`src/rtl/seven_seg_scan_driver.sv`:
```
// seven_seg_scan_driver
// Time-multiplexed N-digit 7-segment driver. A load strobe captures the hex
// word and per-digit DP/blank/blink masks into shadow registers; the scanner
// then walks the digits, decoding one nibble at a time into registered
// segment, decimal-point and anode outputs.
//
// Interface handshake: load is a single-cycle capture strobe with no ready.
// Whenever load is high at a rising clk edge (and rst is low) the
// value/dp_in/blank_mask/blink_mask inputs are taken. Every cycle is
// accepted, and there is no back-pressure.
module seven_seg_scan_driver #(
  parameter int NUM_DIGITS  = 4,
  parameter int REFRESH_DIV = 100000,
  parameter int BLINK_DIV   = 25000000,
  parameter int ACTIVE_LOW  = 1,
  localparam int IDX_W      = (NUM_DIGITS > 1) ? $clog2(NUM_DIGITS) : 1
) (
  input  logic                    clk,
  input  logic                    rst,
  input  logic                    load,
  input  logic [4*NUM_DIGITS-1:0] value,
  input  logic [NUM_DIGITS-1:0]   dp_in,
  input  logic [NUM_DIGITS-1:0]   blank_mask,
  input  logic [NUM_DIGITS-1:0]   blink_mask,
  output logic [6:0]              seg,
  output logic                    dp,
  output logic [NUM_DIGITS-1:0]   an,
  output logic [IDX_W-1:0]        digit_idx
);

  localparam int DIV_W = $clog2(REFRESH_DIV);
  localparam int BLK_W = $clog2(BLINK_DIV);

  localparam logic [DIV_W-1:0] DIV_LAST = DIV_W'(REFRESH_DIV - 1);
  localparam logic [BLK_W-1:0] BLK_LAST = BLK_W'(BLINK_DIV - 1);
  localparam logic [IDX_W-1:0] IDX_LAST = IDX_W'(NUM_DIGITS - 1);

  // Inactive pin levels. XOR-ing an active-high pattern with these gives the
  // pin pattern for either polarity.
  localparam logic [6:0]            SEG_OFF = (ACTIVE_LOW != 0) ? 7'h7F : 7'h00;
  localparam logic                  DP_OFF  = (ACTIVE_LOW != 0);
  localparam logic [NUM_DIGITS-1:0] AN_OFF  = (ACTIVE_LOW != 0) ? '1 : '0;

  logic [4*NUM_DIGITS-1:0] shadow_value;
  logic [NUM_DIGITS-1:0]   shadow_dp;
  logic [NUM_DIGITS-1:0]   shadow_blank;
  logic [NUM_DIGITS-1:0]   shadow_blink;

  logic [DIV_W-1:0] div_cnt;
  logic [BLK_W-1:0] blink_cnt;
  logic             blink_phase;
  logic [IDX_W-1:0] idx;

  logic [3:0]            cur_nibble;
  logic                  cur_dp;
  logic                  cur_blank;
  logic                  cur_blink;
  logic                  dark;
  logic [6:0]            seg_on;
  logic                  dp_on;
  logic [NUM_DIGITS-1:0] an_on;

  // Hex glyph table, active-high GFEDCBA.
  function automatic logic [6:0] decode(input logic [3:0] nib);
    case (nib)
      4'h0: decode = 7'h3F;
      4'h1: decode = 7'h06;
      4'h2: decode = 7'h5B;
      4'h3: decode = 7'h4F;
      4'h4: decode = 7'h66;
      4'h5: decode = 7'h6D;
      4'h6: decode = 7'h7D;
      4'h7: decode = 7'h07;
      4'h8: decode = 7'h7F;
      4'h9: decode = 7'h6F;
      4'hA: decode = 7'h77;
      4'hB: decode = 7'h7C;
      4'hC: decode = 7'h39;
      4'hD: decode = 7'h5E;
      4'hE: decode = 7'h79;
      default: decode = 7'h71;
    endcase
  endfunction

  // Shadow registers: capture the display contents on load, hold otherwise.
  always_ff @(posedge clk or posedge rst) begin
    if (rst) begin
      shadow_value <= '0;
      shadow_dp    <= '0;
      shadow_blank <= '0;
      shadow_blink <= '0;
    end else if (load) begin
      shadow_value <= value;
      shadow_dp    <= dp_in;
      shadow_blank <= blank_mask;
      shadow_blink <= blink_mask;
    end
  end

  // Refresh divider: advance the scanned digit once per REFRESH_DIV cycles.
  always_ff @(posedge clk or posedge rst) begin
    if (rst) begin
      div_cnt <= '0;
      idx     <= '0;
    end else if (div_cnt == DIV_LAST) begin
      div_cnt <= '0;
      if (idx == IDX_LAST) begin
        idx <= '0;
      end else begin
        idx <= idx + 1'b1;
      end
    end else begin
      div_cnt <= div_cnt + 1'b1;
    end
  end

  // Blink timer: flip the blink phase every BLINK_DIV cycles (0 = on, 1 = off).
  always_ff @(posedge clk or posedge rst) begin
    if (rst) begin
      blink_cnt   <= '0;
      blink_phase <= 1'b0;
    end else if (blink_cnt == BLK_LAST) begin
      blink_cnt   <= '0;
      blink_phase <= ~blink_phase;
    end else begin
      blink_cnt <= blink_cnt + 1'b1;
    end
  end

  // Select the shadow fields of the digit currently being scanned.
  always_comb begin
    cur_nibble = '0;
    cur_dp     = 1'b0;
    cur_blank  = 1'b0;
    cur_blink  = 1'b0;
    for (int k = 0; k < NUM_DIGITS; k++) begin
      if (idx == IDX_W'(k)) begin
        cur_nibble = shadow_value[4*k +: 4];
        cur_dp     = shadow_dp[k];
        cur_blank  = shadow_blank[k];
        cur_blink  = shadow_blink[k];
      end
    end
  end

  // Active-high drive pattern for the selected digit; all off when dark.
  always_comb begin
    dark   = cur_blank | (cur_blink & blink_phase);
    seg_on = dark ? 7'h00 : decode(cur_nibble);
    dp_on  = ~dark & cur_dp;
    an_on  = '0;
    for (int k = 0; k < NUM_DIGITS; k++) begin
      an_on[k] = (idx == IDX_W'(k)) & ~dark;
    end
  end

  // Output register: pins change together on one edge, so the anode and
  // segment pattern always refer to the same digit.
  always_ff @(posedge clk or posedge rst) begin
    if (rst) begin
      seg       <= SEG_OFF;
      dp        <= DP_OFF;
      an        <= AN_OFF;
      digit_idx <= '0;
    end else begin
      seg       <= seg_on ^ SEG_OFF;
      dp        <= dp_on ^ DP_OFF;
      an        <= an_on ^ AN_OFF;
      digit_idx <= idx;
    end
  end

endmodule
```
`config.mk`:
```
export PLATFORM = sky130hd
export DESIGN_NAME = seven_seg_scan_driver
export DESIGN_NICKNAME = d
export VERILOG_FILES = /design/src/rtl/seven_seg_scan_driver.sv
export SDC_FILE = /design/constraint.sdc
export NUM_CORES = 1
export LEC_CHECK = 0
export ABC_AREA = 1
export CORE_UTILIZATION = 40
export CTS_CLUSTER_SIZE = 12
export DETAILED_ROUTE_END_ITERATION = 12
export GPL_TIMING_DRIVEN = 0
export PLACE_DENSITY = 0.6
export SETUP_SLACK_MARGIN = 0.2
export SYNTH_ARGS = -nofsm -noshare
export SYNTH_HDL_FRONTEND = slang
export SYNTH_SLANG_ARGS = --single-unit
```
`constraint.sdc`:
```
create_clock -name clk -period 5.6 [get_ports clk]
set_input_delay 1.68 -clock clk [delete_from_list [all_inputs] [get_ports clk]]
set_output_delay 1.68 -clock clk [all_outputs]
set_load 0.03 [all_outputs]
```
# Word-level counts from Yosys, hierarchy flattened
# Memory sizes are Yosys's and may differ from the RTL's.
# Cells that the tools add are included.
[classes]
n_reduce_logical = 1
n_bitwise = 12
add_sub_neg = 3
eq_ne = 5
mux = 20
[ops]
columns = ["operator", "count"]
rows = [
  ["$add A25 B1 Y25 const B", 1],
  ["$eq A25 B25 Y1 const B", 1],
  ["$mux W25", 1],
  ["$add A17 B1 Y17 const B", 1],
  ["$eq A17 B17 Y1 const B", 1],
  ["$mux W17", 1],
  ["$mux W4", 4],
  ["$mux W1", 12],
  ["$mux W7", 1],
  ["$not A7 Y7", 1],
  ["$and A1 B1 Y1", 6],
  ["$eq A2 B2 Y1 const B", 2],
  ["$not A4 Y4", 1],
  ["$not A1 Y1", 3],
  ["$add A2 B1 Y2 const B", 1],
  ["$eq A2 B1 Y1 const B", 1],
  ["$logic_not A2 Y1", 1],
  ["$mux W2", 1],
  ["$or A1 B1 Y1", 1],
]
[totals]
romBits = 112
inputBits = 31
out_inout_bits = 14
wordCells = 54
mem_count = 1
reg_bits = 87
[mem_list]
columns = ["name", "words", "width", "read_ports", "rd_clocked_by_memory_dff", "write_ports", "line", "rtl"]
rows = [
  ["(no name shown)", 16, 7, 1, 0, 0, "65", "case (nib)"],
]

# Depth between registers and ports, before layout
# Gate-level depths: netlist of the first run.
[logic_depth]
word_depth = 10
ltp_mapped = 13
depth_no_buf = 13

# Worst setup path after synthesis of the first run
# No wires, ideal clock.
[synth_path]
kind = "input to register"
start = "input port load"
end = "register shadow_blank[1]"
arrival_time_ps = 2466
setup_ps = 125
stages = 3
n_path_buf = 2
path_slack_ps = 3009
path_cell_list = "clkbuf_1 buf_2 mux2_2"
[synth_lines]
columns = ["item", "line", "rtl"]
rows = [
  ["start, declared", "20", "input logic load,"],
  ["end signal, assigned", "95", "shadow_blank <= blank_mask;"],
  ["end, declared", "46", "logic [NUM_DIGITS-1:0] shadow_blank;"],
]
# No word-level cell between the ends.

# Worst setup path after layout of the first run
[layout_path]
start = "register dp"
end = "output port dp"
[layout_lines]
columns = ["item", "line", "rtl"]
rows = [
  ["start, declared", "26", "output logic dp,"],
  ["start signal, assigned", "167", "dp <= dp_on ^ DP_OFF;"],
]
# No word-level cell between the ends.

==> results.md, run 1 <==
- Detailed Route Iter0 Violations: ~190
- P_int: between 0.001 and 0.0015 W
- Syn Inst Count: around 550
- Setup ws final: between 2 and 2.5 ns
- Ranking of synthesized cells by area: dfrtp_1, nand2_1, dfstp_2
- Worst-path cell chain: clkdlybuf4s50_1
- Grt ovf: 0
- VDD IR-drop max: approximately 130 µV
- Leakage power total: between 2 and 3 nW
- Clock Tree Root: clkbuf_8
- Chip width: 108 µm
- Die Span Y: around 110 µm
- Mapped Avg Cell Area: 8.16 µm²
- Clock power share: 39.5%
- Clock Sinks: 87
- Fmax achieved: just over 300 MHz
- Share of layout cells above drive strength 1: just over 9%
- Port buffer count: 43
- Post-synthesis sequential area ratio: between 40% and 50%
- Num rows: 38
- Area share of the largest cell type after synthesis: a little over two fifths
- Yosys top cell by area: dfrtp_1
- Flip-flop and latch count after synthesis: between 80 and 90
- Post-route minimum period: 3.26 ns
- Combinational share of power: between 10% and 20%
- Hold Vio Cnt, Final: 0
- Syn_nets: 595
- Slew HR: around 66%
- Crit path DAT: approximately 1.6 ns
- Switch share: between 20% and 30%
- PostCTS Resize Cnt: 0
- Crit path buffers/inverters: 1
- ANT nets after route: 0
- CP startpoint kind: flip-flop
- H-tree Lvls: 3
- CP Max Fanout: 1
- Dpl cells: around 740
- Total number of vias: around 3700
- Gr usage total: a little under a fifth
- Final setup viols: 0
- Post-route setup TNS: 0 ns
- Tightest Pin Transition: ~0.5 ns
- Top post-synthesis cells by count: nand2_1, inv_1, dfrtp_1
- Wire per inst: between 10 and 15 µm
- Latest clock arrival within the worst-skew pair: 0.37 ns
- Final worst path period share: between 50% and 60%
- Worst Setup Path Type: flip-flop to primary output
- Synth cell types: 31
- Ys flop type: dfrtp_1
- Crit path largest cell delay: roughly 0.67 ns
- Switching pwr: ~0.00033 W
- Clock Path Buffers: 2
- Drt pass-1 iters: 4
- Dpl ws: 2.75 ns
- DP HPWL: about 7300 µm
- Initial Util: 41.4%
- Global-route wire length before repair: ~17000 µm
- Non-Filler Instances: around 750
- Hold Path Class: flip-flop to flip-flop
- Mapped Area: 0.00451 mm²
- Fin util: roughly half
- Clock Skews: approximately 0.0068 ns
- Post-CTS Hold Buffers: 0
- Vias per inst: around 5
- WL final: 9590 µm
- Most frequent cell after synthesis: nand2_1
- RePlAce Congestion: around 0.85
- Sequential share of power: slightly below 50%
- CP required: 3.92 ns
- Clk slew on worst S/H paths: roughly 0.090 ns
- P&R area growth vs syn: 19.5%
- Max Cap Viol: 0
- Num CTS Buffers: 9
- Setup Buffers After CTS: 0
- Max Slew Vio Count: 0
- Outcome: finished, final reports clean
- Die footprint: between 0.01 and 0.015 mm²
- Hold WS: about 0.46 ns
- Family with the most delay on the worst path: buffers and inverters
- I/O pin count: 45
- Crit path capture type: primary output
- Yosys warns: 0
- Ys async rst share: between 90% and 100%
- Vias in the first global route: ~3700
- PD cells: around 250 mW/mm²
- Final #Nets: between 600 and 700
- Number of enable flip-flop cells after synthesis: 0
- Largest net degree at the start of global routing: 57
- Antenna Cells: 0
- Detailed-route DRC error count: 0
- Antenna violations before repair: 0
- CTS tree: done
- Critical Path Slowest Stage Cell: clkdlybuf4s50_1
- RSZ-0062 raised after global routing: no
- Core box area: 0.0109 mm²
cells in the final DEF (no fill, tap or decap), drive strengths merged:
master and instances:
nand2 134, inv 86, dfrtp 75, nor2 64
clkdlybuf4s50 43, nand3 39, o21ai 27, xor2 20
nor3 20, nand4 13, mux2 13, clkbuf 13
ha 12, dfstp 12, a21oi 11, buf 6
xnor2 4, o211ai 4, bufinv 3, o21a 2
nand3b 2, a21o 2, clkinv 2, nor4 1
nor3b 1, a21boi 1, o22ai 1, clkinvlp 1
layout make-up:
class / count / area [µm²]
sequential: 87 / 2190
tap: 140 / 175
clock buffer: 9 / 124
fill: 1043 / 5500
timing repair buffer: 44 / 458
inverter: 85 / 322
buffer: 9 / 42.5
multi-input combinational: 371 / 1950
clock inverter: 7 / 120
registers in the layout, indices dropped and copies added (netlist names), 4 cells and up:
name	flops
shadow_blink	4
seg	7
div_cnt	17
shadow_blank	4
blink_cnt	25
an	4
shadow_dp	4
shadow_value	16
through the flow:
stage	total power [W]	area (µm²)
after floorplan	0.000774	4510
after global placement	0.000830	5110
after detailed placement	0.000836	5140
after CTS	0.00138	5390
after global routing	0.00141	5390
final	0.00136	5390
logic make-up (layout without fill, tap and decap cells):
logic type	after synthesis	count (layout)	share of synthesized area (%)
simple gates	274	274	26.1
compound gates	48	48	5.94
buf+inv	94	154	8.03
mux	13	13	3.25
flops	87	87	48.7
xor+xnor	24	24	4.67
fa+ha+maj	12	12	3.33
power groups by stage:
stage | Clock (W) | Combinational (W) | Sequential, W
final | 0.000536 | 0.000149 | 0.000672
after detailed placement | 0 | 0.000151 | 0.000685
after CTS | 0.000551 | 0.000151 | 0.000673
after global routing | 0.000571 | 0.000168 | 0.000676
after floorplan | 0 | 0.0000707 | 0.000703
after global placement | 0 | 0.000146 | 0.000684
routing by layer:
metal / track usage (%) / vias to the layer above / part of all wire [%]
li1: - / 1860 / -
met1: 23.0 / 1742 / 46
met2: 30.0 / 96 / 47
met3: 4.64 / 19 / 5.1
met4: 8.71 / 0 / 2.2
met5: 0 / - / 0
path summary, 6_finish.rpt:
| check | slack [ns] | endpoint | startpoint | depth (start not counted) |
|---|---|---|---|---|
| setup / recovery | 2.34 | dp | dp | 1 |
| hold / removal | 0.46 | digit_idx[1] | idx[1] | 0 |
| setup reg to reg | 3.36 | seg[3] | idx[0] | 12 |
| hold reg to reg | 0.46 | digit_idx[1] | idx[1] | 0 |
| max in group asynchronous | 3.28 | seg[0] | rst | 3 |
| min in group asynchronous | 1.66 | blink_cnt[18] | rst | 2 |
No activity file was read; power rests on OpenSTA's default activity.
==> run 2, diff against run 1 <==
--- a/config.mk
+++ b/config.mk
@@ -10,7 +10,7 @@
 export CTS_CLUSTER_SIZE = 12
 export DETAILED_ROUTE_END_ITERATION = 12
 export GPL_TIMING_DRIVEN = 0
-export PLACE_DENSITY = 0.6
+export PLACE_DENSITY = 0.63
 export SETUP_SLACK_MARGIN = 0.2
 export SYNTH_ARGS = -nofsm -noshare
 export SYNTH_HDL_FRONTEND = slang
==> constraint.sdc (replaced) <==
create_clock -name clk -period 2.9 [get_ports clk]
set_input_delay 0.87 -clock clk [delete_from_list [all_inputs] [get_ports clk]]
set_output_delay 0.87 -clock clk [all_outputs]
set_load 0.03 [all_outputs]
==> run 2 against run 1 <==
Hold slack got worse by 0.0054 ns. Clock power up 40%. Critical path depth stayed put. Register-to-register slack lost 2.7 ns. Highest routed layer unchanged.
==> results.md, run 2 (synthesis gave the netlist of run 1 again) <==
- R2R Setup Slk: 0.68 ns (-2.68 ns)
- H-tree Lvls: 3 (unchanged)
- Fin util: 48.9% (-0.61 points)
- FF-to-FF End: seg[3]
- Share of layout cells above drive strength 1: 8.99% (-0.16 points)
- Post-CTS Hold Buffers: 0 (unchanged)
- CP Max Fanout: 1 (unchanged)
- Fmax achieved: about 400 MHz
- Worst-path cell chain: clkdlybuf4s50_1
- Combinational share of power: 12.5% (+1.5 points)
- Grt ovf: 0 (unchanged)
- CP startpoint kind: flip-flop
- Crit path largest cell delay: 0.66 ns (about the same)
- Non-Filler Instances: 752 (unchanged)
- Clock Sinks: 87 (unchanged)
- Crit path buffers/inverters: 1 (unchanged)
- Wire per inst: 12.9 µm (+0.88%)
- Worst r2r path cells: 12 (unchanged)
- Die Span Y: 108 µm (unchanged)
- Max reg flops: 25 (unchanged)
- Total power: 0.00234 W (+72%)
- Dpl cells: 737 (+0.14%)
- Drt pass-1 iters: 4 (unchanged)
- CP required: 2.03 ns (-1.89 ns)
- Final #Nets: 651 (+0.15%)
- Clock power share: 32.0% (-7.5 points)
- Num CTS Buffers: 9 (unchanged)
- Hold Vio Cnt, Final: 0 (unchanged)
- Num rows: 38 (unchanged)
- Hold Path Class: flip-flop to flip-flop
- RePlAce Congestion: 0.913 (+7.5%)
- Vias per inst: 4.81 (-2.7%)
- Sequential share of power: 55.6% (+6.1 points)
- Port buffer count: 43 (unchanged)
- Hold WS: 0.456 ns (-0.00544 ns)
- P&R area growth vs syn: 18.1%
- Antenna violations before repair: 0 (unchanged)
- Clock Skews: 0.00677 ns (+0.0000168 ns)
- Chip width: 108 µm (unchanged)
- Initial Util: 41.4% (unchanged)
- Critical Path Slowest Stage Cell: clkdlybuf4s50_1
- Post-route setup TNS: 0 ns (unchanged)
- Clock Tree Root: clkbuf_8
- DP HPWL: 7490 µm (+2.3%)
- Antenna Cells: 0 (unchanged)
- # fillers: 1028 (-1.4%)
- P_int: 0.00173 W (+69%)
- Outcome: finished, final reports clean
- Setup Buffers After CTS: 0 (unchanged)
- Total number of vias: 3618 (-2.7%)
- Setup crit start: an[0]
- Worst Setup Path Type: flip-flop to primary output
- Switching pwr: 0.000607 W (+83%)
- Largest register by flop count: blink_cnt
- Global-route wire length before repair: 16600 µm (-1.0%)
- Final setup viols: 0 (unchanged)
- WL final: 9670 µm (+0.88%)
- VDD IR-drop max: 290 µV (+130%)
- Levels on crit path: 1 (unchanged)
- PD cells: 440 mW/mm² (+74%)
- Most common cell after layout, fill and taps aside: nand2_1
- Core box area: 0.0109 mm² (unchanged)
- Slew HR: 67.1% (+1.6 points)
- Max Cap Viol: 0 (unchanged)
- Vias in the first global route: 3609 (-2.8%)
- Crit path capture type: primary output
- ANT nets after route: 0 (unchanged)
- Largest registers: blink_cnt x25, div_cnt x17, shadow_value x16
- Tightest Pin Transition: 0.492 ns (-0.0203 ns)
- Gr usage total: 18.2% (-0.23 points)
- CP endpoint: an[0]
- I/O pin count: 45 (unchanged)
- Detailed Route Iter0 Violations: 143 (-24%)
- PostCTS Resize Cnt: 0 (unchanged)
- RSZ-0062 raised after global routing: no
- Leakage power total: 2.54 nW (-1.3%)
- Clk slew on worst S/H paths: 0.08 ns (about the same)
- Post-route minimum period: between 2 and 2.5 ns
- Final worst path period share: 84.3%
- Commonest non-fill, non-tap cells in the layout: nand2_1, inv_1, dfrtp_1
- Crit path DAT: 1.58 ns (about the same)
- CTS tree: done
- Largest net degree at the start of global routing: 37 (-35%)
- Detailed-route DRC error count: 0 (unchanged)
- Switch share: 25.9% (+1.5 points)
- Family with the most delay on the worst path: buffers and inverters
- Die footprint: 0.0117 mm² (unchanged)
- Latest clock arrival within the worst-skew pair: 0.36 ns (about the same)
- Max Slew Vio Count: 0 (unchanged)
- Clock Path Buffers: 2 (unchanged)
- FF-to-FF Start: idx[1]
==> run 2: worst register-to-register path: stages (launching register included) <==
cell and delay (ns):
dfrtp_1 0.43, inv_1 0.11, ha_1 0.34, inv_2 0.14, nand2_1 0.09, nand3_1 0.07, nand2_1 0.07, nand2_1 0.15
inv_1 0.15, ha_1 0.23, nand3b_1 0.19, nand3_1 0.11, nand3_1 0.08
==> run 2: per-layer routing <==
metal  wire, µm  GRT usage (%)  vias to the layer above
met4        158           7.05                        0
met5          0              0                        -
li1           -              -                     1856
met1       4600           22.7                     1686
met3        287           3.32                       11
met2       4630           31.3                       65
==> run 2: layout make-up <==
cell class / count / area (µm²) / share of cell area [%]
Clock inverter: 4 / 22.5 / 0.423
Sequential cell: 87 / 2190 / 41.2
Clock buffer: 11 / 141 / 2.66
Buffer: 9 / 42.5 / 0.800
Tap cell: 140 / 175 / 3.29
Multi-Input combinational cell: 371 / 1950 / 36.7
Timing Repair Buffer: 45 / 470 / 8.84
Inverter: 85 / 323 / 6.07
==> run 2: worst min path at each step <==
stage               startpoint           end  cells after the start
finish                  idx[1]  digit_idx[1]                      0
global route            idx[1]  digit_idx[1]                      0
CTS                 div_cnt[0]    div_cnt[0]                      1
detailed placement  div_cnt[0]    div_cnt[0]                      1
global placement    div_cnt[0]    div_cnt[0]                      1
floorplan               idx[1]  digit_idx[1]                      0
==> run 2: stage by stage <==
| stage | instance area [µm²] | worst slack, ns |
|---|---|---|
| global placement | 5110 | 0.0451 |
| CTS | 5320 | 0.432 |
| global route | 5320 | 0.413 |
| detailed placement | 5150 | 0.654 |
| finish | 5320 | 0.454 |
| floorplan | 4510 | 1.03 |
==> run 2: power groups by stage <==
stage | clock network [W] | registers [W] | logic [W]
finish | 0.000748 | 0.00130 | 0.000291
global route | 0.000825 | 0.00131 | 0.000326
CTS | 0.000777 | 0.00130 | 0.000296
detailed placement | 0 | 0.00132 | 0.000295
global placement | 0 | 0.00132 | 0.000282
floorplan | 0 | 0.00136 | 0.000137
